## src/rtl/proc_alu_pkg.sv

```systemverilog
// Shared opcode encodings, FSM state and operation-class helpers for proc_alu_mc.
// PROC_ALU_MC_DIV_EN decides whether opcodes 12..15 decode as divide operations.
package proc_alu_pkg;

  localparam logic [31:0] OP_ADD   = 32'd0;
  localparam logic [31:0] OP_SUB   = 32'd1;
  localparam logic [31:0] OP_AND   = 32'd2;
  localparam logic [31:0] OP_OR    = 32'd3;
  localparam logic [31:0] OP_XOR   = 32'd4;
  localparam logic [31:0] OP_SLL   = 32'd5;
  localparam logic [31:0] OP_SRL   = 32'd6;
  localparam logic [31:0] OP_SRA   = 32'd7;
  localparam logic [31:0] OP_SLT   = 32'd8;
  localparam logic [31:0] OP_SLTU  = 32'd9;
  localparam logic [31:0] OP_MUL   = 32'd10;
  localparam logic [31:0] OP_MULHU = 32'd11;
  localparam logic [31:0] OP_DIV   = 32'd12;
  localparam logic [31:0] OP_DIVU  = 32'd13;
  localparam logic [31:0] OP_REM   = 32'd14;
  localparam logic [31:0] OP_REMU  = 32'd15;

  typedef enum logic [1:0] {
    ST_IDLE = 2'd0,
    ST_BUSY = 2'd1,
    ST_DONE = 2'd2
  } state_t;

  typedef enum logic [1:0] {
    CLS_SIMPLE  = 2'd0,
    CLS_MUL     = 2'd1,
    CLS_DIV     = 2'd2,
    CLS_ILLEGAL = 2'd3
  } op_class_t;

  typedef enum logic [2:0] {
    MDU_MUL   = 3'd0,
    MDU_MULHU = 3'd1,
    MDU_DIV   = 3'd2,
    MDU_DIVU  = 3'd3,
    MDU_REM   = 3'd4,
    MDU_REMU  = 3'd5
  } mdu_op_t;

  function automatic op_class_t op_class(input logic [31:0] op);
    op_class_t cls;
    if (op <= OP_SLTU) begin
      cls = CLS_SIMPLE;
    end else if (op <= OP_MULHU) begin
      cls = CLS_MUL;
`ifdef PROC_ALU_MC_DIV_EN
    end else if (op <= OP_REMU) begin
      cls = CLS_DIV;
`endif
    end else begin
      cls = CLS_ILLEGAL;
    end
    return cls;
  endfunction

  function automatic mdu_op_t mdu_op_of(input logic [31:0] op);
    mdu_op_t m;
    case (op)
      OP_MULHU: m = MDU_MULHU;
      OP_DIV:   m = MDU_DIV;
      OP_DIVU:  m = MDU_DIVU;
      OP_REM:   m = MDU_REM;
      OP_REMU:  m = MDU_REMU;
      default:  m = MDU_MUL;
    endcase
    return m;
  endfunction

endpackage

```

## src/rtl/proc_alu_mdu_iter.sv

```systemverilog
// Iterative multiply (shift-add) and restoring-divide datapath, one bit per cycle.
// The divider exists only when PROC_ALU_MC_DIV_EN is defined.
module proc_alu_mdu_iter
  import proc_alu_pkg::*;
#(
  parameter int DATA_WIDTH = 32
) (
  input  logic                  clk,
  input  logic                  rst_n,
  input  logic                  start,
  input  mdu_op_t               op,
  input  logic [DATA_WIDTH-1:0] a,
  input  logic [DATA_WIDTH-1:0] b,
  output logic                  last,
  output logic [DATA_WIDTH-1:0] result
);

  localparam int W  = DATA_WIDTH;
  localparam int CW = $clog2(DATA_WIDTH);

  logic            active;
  logic [CW-1:0]   cnt;
  mdu_op_t         op_q;
  logic [W-1:0]    mcand;
  logic [2*W-1:0]  prod;
  logic [2*W-1:0]  prod_nxt;
  logic [W:0]      sum;

  // last is combinational so the final step result can be captured on the same edge
  assign last = active & (cnt == CW'(W - 1));

  // Step sequencing: W steps after start, counter wraps back to zero on the last one
  always_ff @(posedge clk or negedge rst_n) begin
    if (!rst_n) begin
      active <= 1'b0;
      cnt    <= {CW{1'b0}};
      op_q   <= MDU_MUL;
    end else if (start) begin
      active <= 1'b1;
      cnt    <= {CW{1'b0}};
      op_q   <= op;
    end else if (active) begin
      cnt    <= cnt + CW'(1);
      active <= ~last;
    end else begin
      active <= 1'b0;
    end
  end

  // Shift-add: multiplier sits in the low half and drains out as the product fills in
  always_comb begin
    sum      = {1'b0, prod[2*W-1:W]} + (prod[0] ? {1'b0, mcand} : {(W+1){1'b0}});
    prod_nxt = {sum, prod[W-1:1]};
  end

  // Multiplier registers
  always_ff @(posedge clk or negedge rst_n) begin
    if (!rst_n) begin
      mcand <= {W{1'b0}};
      prod  <= {(2*W){1'b0}};
    end else if (start) begin
      mcand <= a;
      prod  <= {{W{1'b0}}, b};
    end else if (active) begin
      prod  <= prod_nxt;
    end else begin
      prod  <= prod;
    end
  end

`ifdef PROC_ALU_MC_DIV_EN
  logic [W-1:0] divisor;
  logic [W-1:0] quo;
  logic [W-1:0] rem;
  logic [W-1:0] quo_nxt;
  logic [W-1:0] rem_nxt;
  logic [W-1:0] a_hold;
  logic [W:0]   shifted;
  logic [W:0]   diff;
  logic         neg_q;
  logic         neg_r;
  logic         div_zero;
  logic         sgn_a;
  logic         sgn_b;

  assign sgn_a = ((op == MDU_DIV) | (op == MDU_REM)) & a[W-1];
  assign sgn_b = ((op == MDU_DIV) | (op == MDU_REM)) & b[W-1];

  // Restoring step on magnitudes; a zero divisor naturally yields all-ones quotient
  always_comb begin
    shifted = {rem, quo[W-1]};
    diff    = shifted - {1'b0, divisor};
    if (!diff[W]) begin
      rem_nxt = diff[W-1:0];
      quo_nxt = {quo[W-2:0], 1'b1};
    end else begin
      rem_nxt = shifted[W-1:0];
      quo_nxt = {quo[W-2:0], 1'b0};
    end
  end

  // Divider registers; signs are stripped on entry and reapplied to the final result
  always_ff @(posedge clk or negedge rst_n) begin
    if (!rst_n) begin
      divisor  <= {W{1'b0}};
      quo      <= {W{1'b0}};
      rem      <= {W{1'b0}};
      a_hold   <= {W{1'b0}};
      neg_q    <= 1'b0;
      neg_r    <= 1'b0;
      div_zero <= 1'b0;
    end else if (start) begin
      divisor  <= sgn_b ? -b : b;
      quo      <= sgn_a ? -a : a;
      rem      <= {W{1'b0}};
      a_hold   <= a;
      neg_q    <= sgn_a ^ sgn_b;
      neg_r    <= sgn_a;
      div_zero <= (b == {W{1'b0}});
    end else if (active) begin
      quo      <= quo_nxt;
      rem      <= rem_nxt;
    end else begin
      quo      <= quo;
    end
  end
`endif

  // Final result formed from the step being taken now, valid while last is high
  always_comb begin
    result = {W{1'b0}};
    case (op_q)
      MDU_MUL:   result = prod_nxt[W-1:0];
      MDU_MULHU: result = prod_nxt[2*W-1:W];
`ifdef PROC_ALU_MC_DIV_EN
      MDU_DIV, MDU_DIVU: result = div_zero ? {W{1'b1}} : (neg_q ? -quo_nxt : quo_nxt);
      MDU_REM, MDU_REMU: result = div_zero ? a_hold : (neg_r ? -rem_nxt : rem_nxt);
`endif
      default:   result = {W{1'b0}};
    endcase
  end

endmodule

```

## src/rtl/proc_alu_mc.sv

```systemverilog
// Multi-cycle ALU: single-cycle simple ops, iterative MUL/DIV via proc_alu_mdu_iter.
// Define PROC_ALU_MC_DIV_EN to enable opcodes 12..15; otherwise they are illegal.
module proc_alu_mc
  import proc_alu_pkg::*;
#(
  parameter int DATA_WIDTH = 32,
  parameter int ISA_DPTH   = 64
) (
  input  logic                        i_clk,
  input  logic                        i_rst_n,
  input  logic                        i_valid,
  output logic                        o_ready,
  input  logic [$clog2(ISA_DPTH)-1:0] i_opcode,
  input  logic [DATA_WIDTH-1:0]       i_data_a,
  input  logic [DATA_WIDTH-1:0]       i_data_b,
  output logic                        o_valid,
  input  logic                        i_ready,
  output logic [DATA_WIDTH-1:0]       o_data_alu,
  output logic                        o_err
);

  localparam int SHW = $clog2(DATA_WIDTH);

  state_t                state;
  logic                  accept;
  logic [31:0]           op_ext;
  op_class_t             cls;
  mdu_op_t               mdu_op;
  logic [SHW-1:0]        shamt;
  logic [DATA_WIDTH-1:0] simple_res;
  logic [DATA_WIDTH-1:0] mdu_result;
  logic                  mdu_start;
  logic                  mdu_last;

  assign op_ext    = 32'(i_opcode);
  assign cls       = op_class(op_ext);
  assign mdu_op    = mdu_op_of(op_ext);
  assign shamt     = i_data_b[SHW-1:0];
  assign o_ready   = (state == ST_IDLE) | ((state == ST_DONE) & i_ready);
  assign accept    = i_valid & o_ready;
  assign mdu_start = accept & ((cls == CLS_MUL) | (cls == CLS_DIV));

  // Single-cycle operations, computed from the live inputs and captured on acceptance
  always_comb begin
    simple_res = {DATA_WIDTH{1'b0}};
    case (op_ext)
      OP_ADD:  simple_res = i_data_a + i_data_b;
      OP_SUB:  simple_res = i_data_a - i_data_b;
      OP_AND:  simple_res = i_data_a & i_data_b;
      OP_OR:   simple_res = i_data_a | i_data_b;
      OP_XOR:  simple_res = i_data_a ^ i_data_b;
      OP_SLL:  simple_res = i_data_a << shamt;
      OP_SRL:  simple_res = i_data_a >> shamt;
      OP_SRA:  simple_res = $unsigned($signed(i_data_a) >>> shamt);
      OP_SLT:  simple_res = {{(DATA_WIDTH-1){1'b0}}, ($signed(i_data_a) < $signed(i_data_b))};
      OP_SLTU: simple_res = {{(DATA_WIDTH-1){1'b0}}, (i_data_a < i_data_b)};
      default: simple_res = {DATA_WIDTH{1'b0}};
    endcase
  end

  proc_alu_mdu_iter #(
    .DATA_WIDTH(DATA_WIDTH)
  ) u_mdu (
    .clk    (i_clk),
    .rst_n  (i_rst_n),
    .start  (mdu_start),
    .op     (mdu_op),
    .a      (i_data_a),
    .b      (i_data_b),
    .last   (mdu_last),
    .result (mdu_result)
  );

  // Control FSM with registered result outputs; a DONE result is held until consumed
  always_ff @(posedge i_clk or negedge i_rst_n) begin
    if (!i_rst_n) begin
      state      <= ST_IDLE;
      o_valid    <= 1'b0;
      o_err      <= 1'b0;
      o_data_alu <= {DATA_WIDTH{1'b0}};
    end else begin
      case (state)
        ST_IDLE, ST_DONE: begin
          if (accept) begin
            case (cls)
              CLS_SIMPLE: begin
                state      <= ST_DONE;
                o_valid    <= 1'b1;
                o_err      <= 1'b0;
                o_data_alu <= simple_res;
              end
              CLS_MUL, CLS_DIV: begin
                state      <= ST_BUSY;
                o_valid    <= 1'b0;
                o_err      <= 1'b0;
              end
              default: begin
                state      <= ST_DONE;
                o_valid    <= 1'b1;
                o_err      <= 1'b1;
                o_data_alu <= {DATA_WIDTH{1'b0}};
              end
            endcase
          end else if ((state == ST_DONE) && !i_ready) begin
            state <= ST_DONE;
          end else begin
            state   <= ST_IDLE;
            o_valid <= 1'b0;
          end
        end
        ST_BUSY: begin
          if (mdu_last) begin
            state      <= ST_DONE;
            o_valid    <= 1'b1;
            o_err      <= 1'b0;
            o_data_alu <= mdu_result;
          end else begin
            state <= ST_BUSY;
          end
        end
        default: begin
          state      <= ST_IDLE;
          o_valid    <= 1'b0;
          o_err      <= 1'b0;
          o_data_alu <= {DATA_WIDTH{1'b0}};
        end
      endcase
    end
  end

endmodule

```

## config.mk

```make
export PLATFORM = sky130hd
export DESIGN_NAME = proc_alu_mc
export DESIGN_NICKNAME = d
export VERILOG_FILES = /design/src/rtl/proc_alu_pkg.sv /design/src/rtl/proc_alu_mdu_iter.sv /design/src/rtl/proc_alu_mc.sv
export SDC_FILE = /design/constraint.sdc
export NUM_CORES = 1
export LEC_CHECK = 0
export ABC_AREA = 1
export BUFFER_PORTS_ARGS = -buffer_cell sky130_fd_sc_hd__buf_2
export CELL_PAD_IN_SITES_DETAIL_PLACEMENT = 1
export CELL_PAD_IN_SITES_GLOBAL_PLACEMENT = 1
export CORE_AREA = 2 2 222 224
export CTS_CLUSTER_SIZE = 20
export DETAILED_ROUTE_END_ITERATION = 16
export DIE_AREA = 0 0 224 226
export PLACE_DENSITY_LB_ADDON = 0.05
export RECOVER_POWER = 100
export SETUP_SLACK_MARGIN = 0.15
export SYNTH_ARGS = -nofsm -noshare
export SYNTH_HDL_FRONTEND = slang
export SYNTH_SLANG_ARGS = --single-unit
```

## constraint.sdc

```tcl
create_clock -name i_clk -period 4.4 [get_ports i_clk]
set_clock_uncertainty 0.05 [all_clocks]
set_input_delay 0.22 -clock i_clk [delete_from_list [all_inputs] [get_ports i_clk]]
set_output_delay 0.22 -clock i_clk [all_outputs]
set_load 0.02 [all_outputs]
```

Word level (Yosys, flattened, before mapping):

Cells that the tools add are included.

* flip-flop bits (word level): 141
* input bits: 74
* output and inout port bits: 35
* logic and storage cells: 97

* add/sub/neg operators: 4
* order comparisons: 4
* eq/ne operators: 24
* shift-type cells: 3
* muxes and demuxes: 30
* bitwise logic cells: 10
* reduce and logical (&&, ||, !) cells: 13

Operator list (number)
* 32-bit case mux with 10 select lines: 1
* 32-bit case mux with 2 select lines: 3
* 64-bit two-way mux: 2
* 32-bit two-way mux: 3
* 32-bit less-than comparator: 2
* 6-bit by 4-bit equality test with 1-bit output, second input constant: 7
* 32-bit by 33-bit adder with 33-bit output: 1
* 32-bit adder: 1
* 32-bit bitwise AND: 1
* 32-bit zero test: 1
* 32-bit bitwise OR: 1
* 32-bit by 5-bit << shifter with 32-bit output: 1
* 32-bit by 5-bit >> shifter with 32-bit output: 1
* 32-bit by 5-bit >>> shifter with 32-bit output: 1
* 32-bit subtractor: 1
* 32-bit XOR: 1
* 6-bit by 3-bit equality test with 1-bit output, second input constant: 4
* 3-bit case mux with 5 select lines: 1
* 6-bit by 2-bit equality test with 1-bit output, second input constant: 2
* 6-bit by 4-bit <= comparator with 1-bit output, second input constant: 2
* 2-bit two-way mux: 6
* 5-bit two-way mux: 2
* 1-bit two-way mux: 9
* 6-bit by 1-bit equality test with 1-bit output, second input constant: 1
* other kinds (22): 33

Depth between registers and ports, before layout:

Gate-level depths: netlist (run 1).

* depth in word-level cells: 8
* depth in mapped cells: 23
* gate-level depth less buffers: 21

Cells and area by module:

From an unflattened synthesis (run 1), not the netlist that was laid out.

* cell total of the unflattened synthesis: 3455
* area, all modules: 19412.4 um2

By module, submodules not included
* proc_alu_mc: times used 1, cells each 2359, area each 12239.2 um2, seq. area each 900.9 um2
* proc_alu_mdu_iter: times used 1, cells each 1096, area each 7173.1 um2, seq. area each 2627.5 um2

Least setup slack after synthesis (run 1):

No wires, ideal clock.

* path kind: register to register
* start: register u_mdu.prod[0]
* end: register o_data_alu[27]
* library setup time: 116 ps
* arrival time: 2549 ps
* data required time: 4234 ps
* setup slack: 1684 ps
* stages on the path, launching flop included: 24
* path buffers: 2
* clock period less this slack: 2716 ps
* path through: dfrtp_1 > clkbuf_1 > clkbuf_1 > nand2_1 > inv_1 > ha_1 > inv_1 > fa_1 > inv_1 > nand3_1 > nand2_1 > nand2_1 > nand2_1 > nand2_1 > nand2_1 > nand2_1 > nand2_1 > nand2_1 > nand3_1 > nand2_1 > nand2_1 > nand2_1 > nand2_1 > nand2_1

* word-level cells in the longest chain between the ends: 5

Ends and longest elaborated chain
* start, declared: line proc_alu_mdu_iter.sv:25 `logic [2*W-1:0] prod;`
* start signal, assigned: line proc_alu_mdu_iter.sv:60 `prod <= {(2*W){1'b0}};`
* start signal, assigned: line proc_alu_mdu_iter.sv:63 `prod <= {{W{1'b0}}, b};`
* start signal, assigned: line proc_alu_mdu_iter.sv:65 `prod <= prod_nxt;`
* 32-bit two-way mux: line proc_alu_mdu_iter.sv:52 `sum = {1'b0, prod[2*W-1:W]} + (prod[0] ? {1'b0, mcand} : {(W+1){1'b0}});`
* 32-bit by 33-bit adder with 33-bit output: line proc_alu_mdu_iter.sv:52
* 32-bit case mux with 2 select lines: line proc_alu_mdu_iter.sv:132 `case (op_q)`
* 32-bit two-way mux: line proc_alu_mc.sv:112 `if (mdu_last) begin`
* 32-bit case mux with 2 select lines: line proc_alu_mc.sv:82 `case (state)`
* end signal, assigned: line proc_alu_mc.sv:80 `o_data_alu <= {DATA_WIDTH{1'b0}};`
* end signal, assigned: line proc_alu_mc.sv:90 `o_data_alu <= simple_res;`
* end signal, assigned: line proc_alu_mc.sv:116 `o_data_alu <= mdu_result;`
* end, declared: line proc_alu_mc.sv:18 `output logic [DATA_WIDTH-1:0] o_data_alu,`

No other way between the ends. The select of a mux whose other input is x is not followed.
A chain may end at the register's enable or synchronous reset.

Worst setup path after layout (run 1):

* start: register state[0]
* end: register o_data_alu[6]

* word-level cells in the longest chain between the ends: 6
* elaborated cells between the ends (all ways): 12
* those cells by class: eq/ne (5); mux (1); bitwise (3); reduce/logical (3)

Ends and longest elaborated chain
* start, declared: line proc_alu_mc.sv:24 `state_t state;`
* start signal, assigned: line proc_alu_mc.sv:77 `state <= ST_IDLE;`
* start signal, assigned: line proc_alu_mc.sv:87 `state <= ST_DONE;`
* start signal, assigned: line proc_alu_mc.sv:93 `state <= ST_BUSY;`
* 2-bit equality test: line proc_alu_mc.sv:39, proc_alu_mc.sv:82
* 1-bit bitwise AND: line proc_alu_mc.sv:39 `assign o_ready = (state == ST_IDLE) | ((state == ST_DONE) & i_ready);`
* 1-bit bitwise OR: line proc_alu_mc.sv:39
* 1-bit bitwise AND: line proc_alu_mc.sv:40 `assign accept = i_valid & o_ready;`
* 2-bit inequality test (no source line)
* 3-bit AND reduction (no source line)
* end signal, assigned: line proc_alu_mc.sv:80
* end signal, assigned: line proc_alu_mc.sv:90
* end signal, assigned: line proc_alu_mc.sv:101 `o_data_alu <= {DATA_WIDTH{1'b0}};`

Parallel ways exist; a longest one is shown, timed or not.

==> flow_summary.ini, run 1 <==
[run_status]
outcome = complete, but fails checks
failed_checks = capacitance limit, slew limit

[grt]
grt_max_degree = 88
grt-ovfl-total = 0
grt_pass1_wl_mm = 149
grt_antenna_before_repair = 4
track_usage = 0.395
grt_pass1_vias = 23600

[sta]
fin_crit_ps = 3890
finalSetupTns_ps = 0
fmax_mhz = 257
setup_viol = 0
rsz0062_at_grt = false
worst_slew_pin_slew_ps = 2250
hold_viol = 0
timing.final.crit_share = 0.885
slew_violations = 204
slew_headroom = -0.502
worst_slack_ps = 508

[clock_tree]
clk_path_buf_depth = 2
clk_pin_slew_ps = 60
cts_buffers = 17
cts_setup_buffers = 0
cts_resized = 0
clk_latency_ps = 440
cts_tree = yes
ctsRootBufferMaster = clkbuf_16
ctsHtreeMaxLevel = 4
clock-sinks = 141

[setup_path]
worstPathMaxFanout = 34
cp.required_ps = 4630
arrival_ps = 4120
path_cells = inv_1 > nor2_2 > clkbuf_1 > nand2_1 > o21ai_0 > inv_2 > or2_2 > a21boi_0
cp_slowest_cell = clkbuf_1
worstSetupPathType = register to register
end_kind = register
reg2regPathDepth = 8
cp-start-kind = register
critical_path.max_stage_delay_ps = 1300

[final_layout]
fin_nets = 3610
utilization = 0.423
antenna_cells = 0
final_cell_mix = nand2_1 (1195), inv_1 (493), nand3_1 (425), nor2_1 (235)
layout_commonest_cell = nand2_1
synthToLayoutAreaGrowth_pct = 7.56
drive_gt1_frac = 0.0528

[floorplanning]
rows = 81
die_h_um = 226
die_x_um = 224
die-area_mm2 = 0.0506
top_level_ports = 109
core_mm2 = 0.0483
start_util = 0.393

[job]
cap_viol_max_count = 3

[routing]
routed_wl_mm = 101
wl_per_cell_um = 25.0
drtIter0Drc = 2285
vias_per_cell = 5.80
vias = 23400
drt-pass1-iter-count = 5
drtAntennaViolNets = 0
drc_errors = 0

[min_path]
hp-class = input port to register
hold_depth = 3

[yosys]
synth_cell_types = 51
syn_nets = 3586
synth_seq_area_share = 0.186
synth_ff_type = dfrtp_1
synth_cells = 3375
yosysWarnings = 0
synth_edf_count = 0
avgSynthCellArea_um2 = 5.64
syn_area_mm2 = 0.0190
async_reset_ff_frac = 1.00
ys_ff_latch = 141

[power]
p_per_area_mw_per_mm2 = 313
p_leak_nw = 11.5
vdd_drop_max_mv = 0.282

[place]
io_buffers = 108
place.gp.congestion = 0.995
dp_slack_ps = 586
post-dp-hpwl_mm = 83.2
cell type report:
class	count	area, um^2
inverter	509	1910
clock inverter	12	114
clock buffer	19	443
multi-input combinational	2587	12900
timing repair buffer	143	747
sequential	141	3530
tap	622	778
fill	6852	27900
registers in the layout, indices dropped and copies added (netlist names):
| register | flops |
|---|---|
| u_mdu.op_q | 3 |
| o_err | 1 |
| u_mdu.mcand | 32 |
| state | 2 |
| o_valid | 1 |
| u_mdu.cnt | 5 |
| u_mdu.prod | 64 |
| u_mdu.active | 1 |
| o_data_alu | 32 |
metrics by stage:
| stage | hold WS, ps | instance area (um^2) | total power [mW] | std cells |
|---|---|---|---|---|
| final | 55.6 | 20500 | 6.41 | 4033 |
| after global routing | 52.6 | 20500 | 6.78 | 4033 |
| after CTS | 37.0 | 20500 | 6.38 | 4033 |
| after detailed placement | 284 | 20000 | 4.95 | 4001 |
| after global placement | 282 | 20000 | 4.84 | 4001 |
| after floorplan | -126 | 19000 | 3.81 | 3375 |
Yosys cell counts, drive strengths merged, types with 12 or more instances:
cell type,count,area share
or2,27,0.0089
nand4,42,0.014
buf,86,0.023
o21ai,150,0.040
ha,134,0.088
nand3,429,0.11
inv,505,0.10
o211ai,34,0.013
o22ai,21,0.0069
and2,23,0.0076
nor3,24,0.0063
a21boi,16,0.0063
dfrtp,141,0.19
a21oi,132,0.035
nor2,250,0.053
a32o,13,0.0068
nand2,1195,0.24
o221ai,20,0.0092
nand3b,12,0.0047
clkbuf,52,0.011
path summary, 6_finish.rpt:
| path | from | end | slack [ps] |
|---|---|---|---|
| worst max-delay path | state[0] | o_data_alu[6] | 510 |
| max in group asynchronous | i_rst_n | o_data_alu[19] | 1400 |
| min in group asynchronous | i_rst_n | u_mdu.op_q[1] | 940 |
| worst max register to register | state[0] | o_data_alu[6] | 510 |
| worst min-delay path | i_opcode[3] | o_err | 60 |
| worst min register to register | u_mdu.mcand[5] | u_mdu.mcand[5] | 440 |
report_power, final:
| group | switching (mW) | internal [mW] |
|---|---|---|
| Combinational | 2.16 | 0.875 |
| Clock | 0.624 | 0.796 |
| Sequential | 0.293 | 1.66 |
critical path, delay by kind of cell, from the launching register on:
family	cells	cell delay [ps]
buffers and inverters	3	2040
DFF	1	370
AOI/OAI and AO/OA	2	400
and+or+nand+nor	3	840
cells by family (layout without fill, tap and decap cells):
kind of cell    after synthesis  count (layout)  share of synthesized area
simple gates               2008            2008                      0.447
buf+inv                     647             683                      0.135
compound gates              424             424                      0.133
flops                       141             141                      0.186
fa+ha+maj                   137             137                     0.0913
xor+xnor                     18              18                    0.00829
metal layers:
layer,wire [um],global-route usage,share of wire
met3,5460,0.0396,0.054
met5,53,0,0.00053
met1,42900,0.504,0.43
met4,5860,0.203,0.058
met2,46500,0.661,0.46
timing repair:
item / 4_1_cts / 5_1_grt
hold buffers: 1 / 0
endpoints found under the setup margin: 0 / 0
hold endpoints to repair: 78 / 0
Power figures use the tool's default switching activity.
==> inputs of run 2 (changes only) <==
Settings changed: HOLD_SLACK_MARGIN set to 0.08, PLACE_DENSITY set to 0.74, PLACE_DENSITY_LB_ADDON 0.05 to unset.
==> run 2 against run 1 <==
The run still ends with capacitance limit, slew limit left; via count down 0.19%; utilization up 0.16 points; clock power is essentially flat; first-iteration DRC count is 3.5% higher; flip-flop and latch count is the same.
==> flow_summary.ini, run 2 (synthesis results as in run 1) <==
[run_status]
outcome = complete, but fails checks
failed_checks = capacitance limit, slew limit

[power]
power_switching_mw = 3.09
p_int_mw = 3.35
report.power.total_mw = 6.44
p_comb_frac = 0.473
seq_power_share = 0.304
vdd_drop_max_mv = 0.243
swShare = 0.479
p_per_area_mw_per_mm2 = 314
pwr-share-clk = 0.222
p_leak_nw = 11.5

[clock_tree]
cts_tree = yes
clk_latency_ps = 450
clk_pin_slew_ps = 70
ctsHtreeMaxLevel = 4
cts_resized = 0
ctsRootBufferMaster = clkbuf_16
clock-sinks = 141
clk_path_buf_depth = 2
cts_buffers = 17

[sta]
hold_viol = 0
rsz0062_at_grt = false
setup_viol = 0
slew_headroom = -0.573
finalSetupTns_ps = 0
worst_slew_pin_slew_ps = 2360
fin_crit_ps = 4170
timing.final.crit_share = 0.947
slew_violations = 175
fmax_mhz = 240

[floorplanning]
top_level_ports = 109
rows = 81
start_util = 0.393
core_mm2 = 0.0483
die-area_mm2 = 0.0506
die_h_um = 226
die_x_um = 224

[setup_path]
path_cells = dlygate4sd3_1 > clkbuf_1 > inv_2 > nor2_1 > nand2_1 > nor2_1 > inv_1 > nor2_8 > nor2_4 > clkinv_1 > o221ai_1
critPathBufInv = 5
cp_top_family = buffers and inverters
worstPathMaxFanout = 40
critical_path.max_stage_delay_ps = 1270
cp.required_ps = 4650
arrival_ps = 4420
cp-start-kind = input port
end_kind = register
cp_slowest_cell = clkinv_1
path_common_cell = nor2_1
worstSetupPathType = input port to register

[final_layout]
drive_gt1_frac = 0.0529
largest_reg_flops = 64
fin_nets = 3617
final_cells = 4042
layout_commonest_cell = nand2_1
largestRegisters = u_mdu.prod (64), o_data_alu (32), u_mdu.mcand (32)
nFillCells = 6918
largest_register = u_mdu.prod
synthToLayoutAreaGrowth_pct = 7.97
final_cell_mix = nand2_1 (1195), inv_1 (492), nand3_1 (425), nor2_1 (236), dfrtp_1 (141)

[routing]
wl_per_cell_um = 25.1
vias_per_cell = 5.78
routed_wl_mm = 101
drt-pass1-iter-count = 6
drtIter0Drc = 2366
drtAntennaViolNets = 0
drc_errors = 0
vias = 23300

[place]
place.gp.congestion = 1.05
dp.cells = 4004
post-dp-hpwl_mm = 83.7
io_buffers = 108

[min_path]
hp-class = input port to register

[grt]
grt_max_degree = 89
track_usage = 0.399
grt_pass1_wl_mm = 150
grtUsageMet1 = 0.498
grtUsageMet3 = 0.0527
busiest_layer = met2
gr-usage-met2 = 0.645
grt_antenna_before_repair = 3
grt_pass1_vias = 23700
grt-ovfl-total = 0

[job]
cap_viol_max_count = 2
-- run 2: changes by cell type in the layout (fill, tap and decap cells not counted), sizes merged --
cell         change
dlygate4sd3      +4
diode            +1
clkinv           -3
clkbuf           +4
inv              +1
buf              +2
-- run 2: through the flow --
| step | cell area [um^2] | utilization | setup slack [ps] | hold slack, ps |
|---|---|---|---|---|
| 5_1_grt | 20500 | 0.425 | 98.9 | 86.8 |
| 3_3_place_gp | 20000 | 0.414 | 713 | 311 |
| 3_5_place_dp | 20000 | 0.414 | 460 | 313 |
| 2_1_floorplan | 19000 | - | 1680 | -126 |
| 6_report | 20500 | 0.425 | 232 | 94.0 |
| 4_1_cts | 20600 | 0.426 | 441 | 88.1 |
-- run 2: area by class of cell --
type                       count  area [um^2]  share of cell area
tap                          622          778              0.0379
multi-input combinational   2587        12900               0.630
clock buffer                  22          464              0.0226
clock inverter                10          101             0.00494
inverter                     509         1910              0.0932
timing repair buffer         150          810              0.0394
sequential                   141         3530               0.172
antenna                        1         2.50            0.000122
-- run 2: routing by layer --
metal	vias up	wire, um
met5	-	25
met3	264	6230
met2	915	45100
li1	10800	-
met4	4	7660
met1	11300	42300
-- run 2: path summary, 6_finish.rpt --
path | startpoint | end | slack [ps] | depth (start not counted)
worst min register to register | u_mdu.mcand[21] | u_mdu.mcand[21] | 440 | 2
min in group asynchronous | i_rst_n | u_mdu.cnt[4] | 980 | 2
worst max-delay path | i_opcode[3] | u_mdu.prod[18] | 230 | 11
worst max register to register | state[1] | u_mdu.prod[18] | 370 | 8
worst min-delay path | i_data_b[19] | u_mdu.prod[19] | 90 | 3
max in group asynchronous | i_rst_n | u_mdu.mcand[31] | 1220 | 3
-- run 2: worst reg2reg max path, delay by kind of cell, from the launching register on --
kind,cells,cell delay [ps]
AND/OR/NAND/NOR,5,1430
AO/OA/AOI/OAI,1,660
buffers and inverters,2,1370
flip-flops,1,370
-- run 2: power groups by stage --
stage | clock (mW) | combinational [mW] | sequential (mW)
2_1_floorplan | 0 | 1.90 | 1.91
3_3_place_gp | 0 | 2.92 | 1.94
3_5_place_dp | 0 | 3.00 | 1.96
4_1_cts | 1.44 | 3.02 | 1.95
5_1_grt | 1.50 | 3.33 | 1.99
6_report | 1.43 | 3.05 | 1.96
-- run 2: repair_timing --
item                                   4_1_cts  5_1_grt
buffers inserted                             0        0
endpoints found under the hold margin       86        0
hold buffers                                 5        0
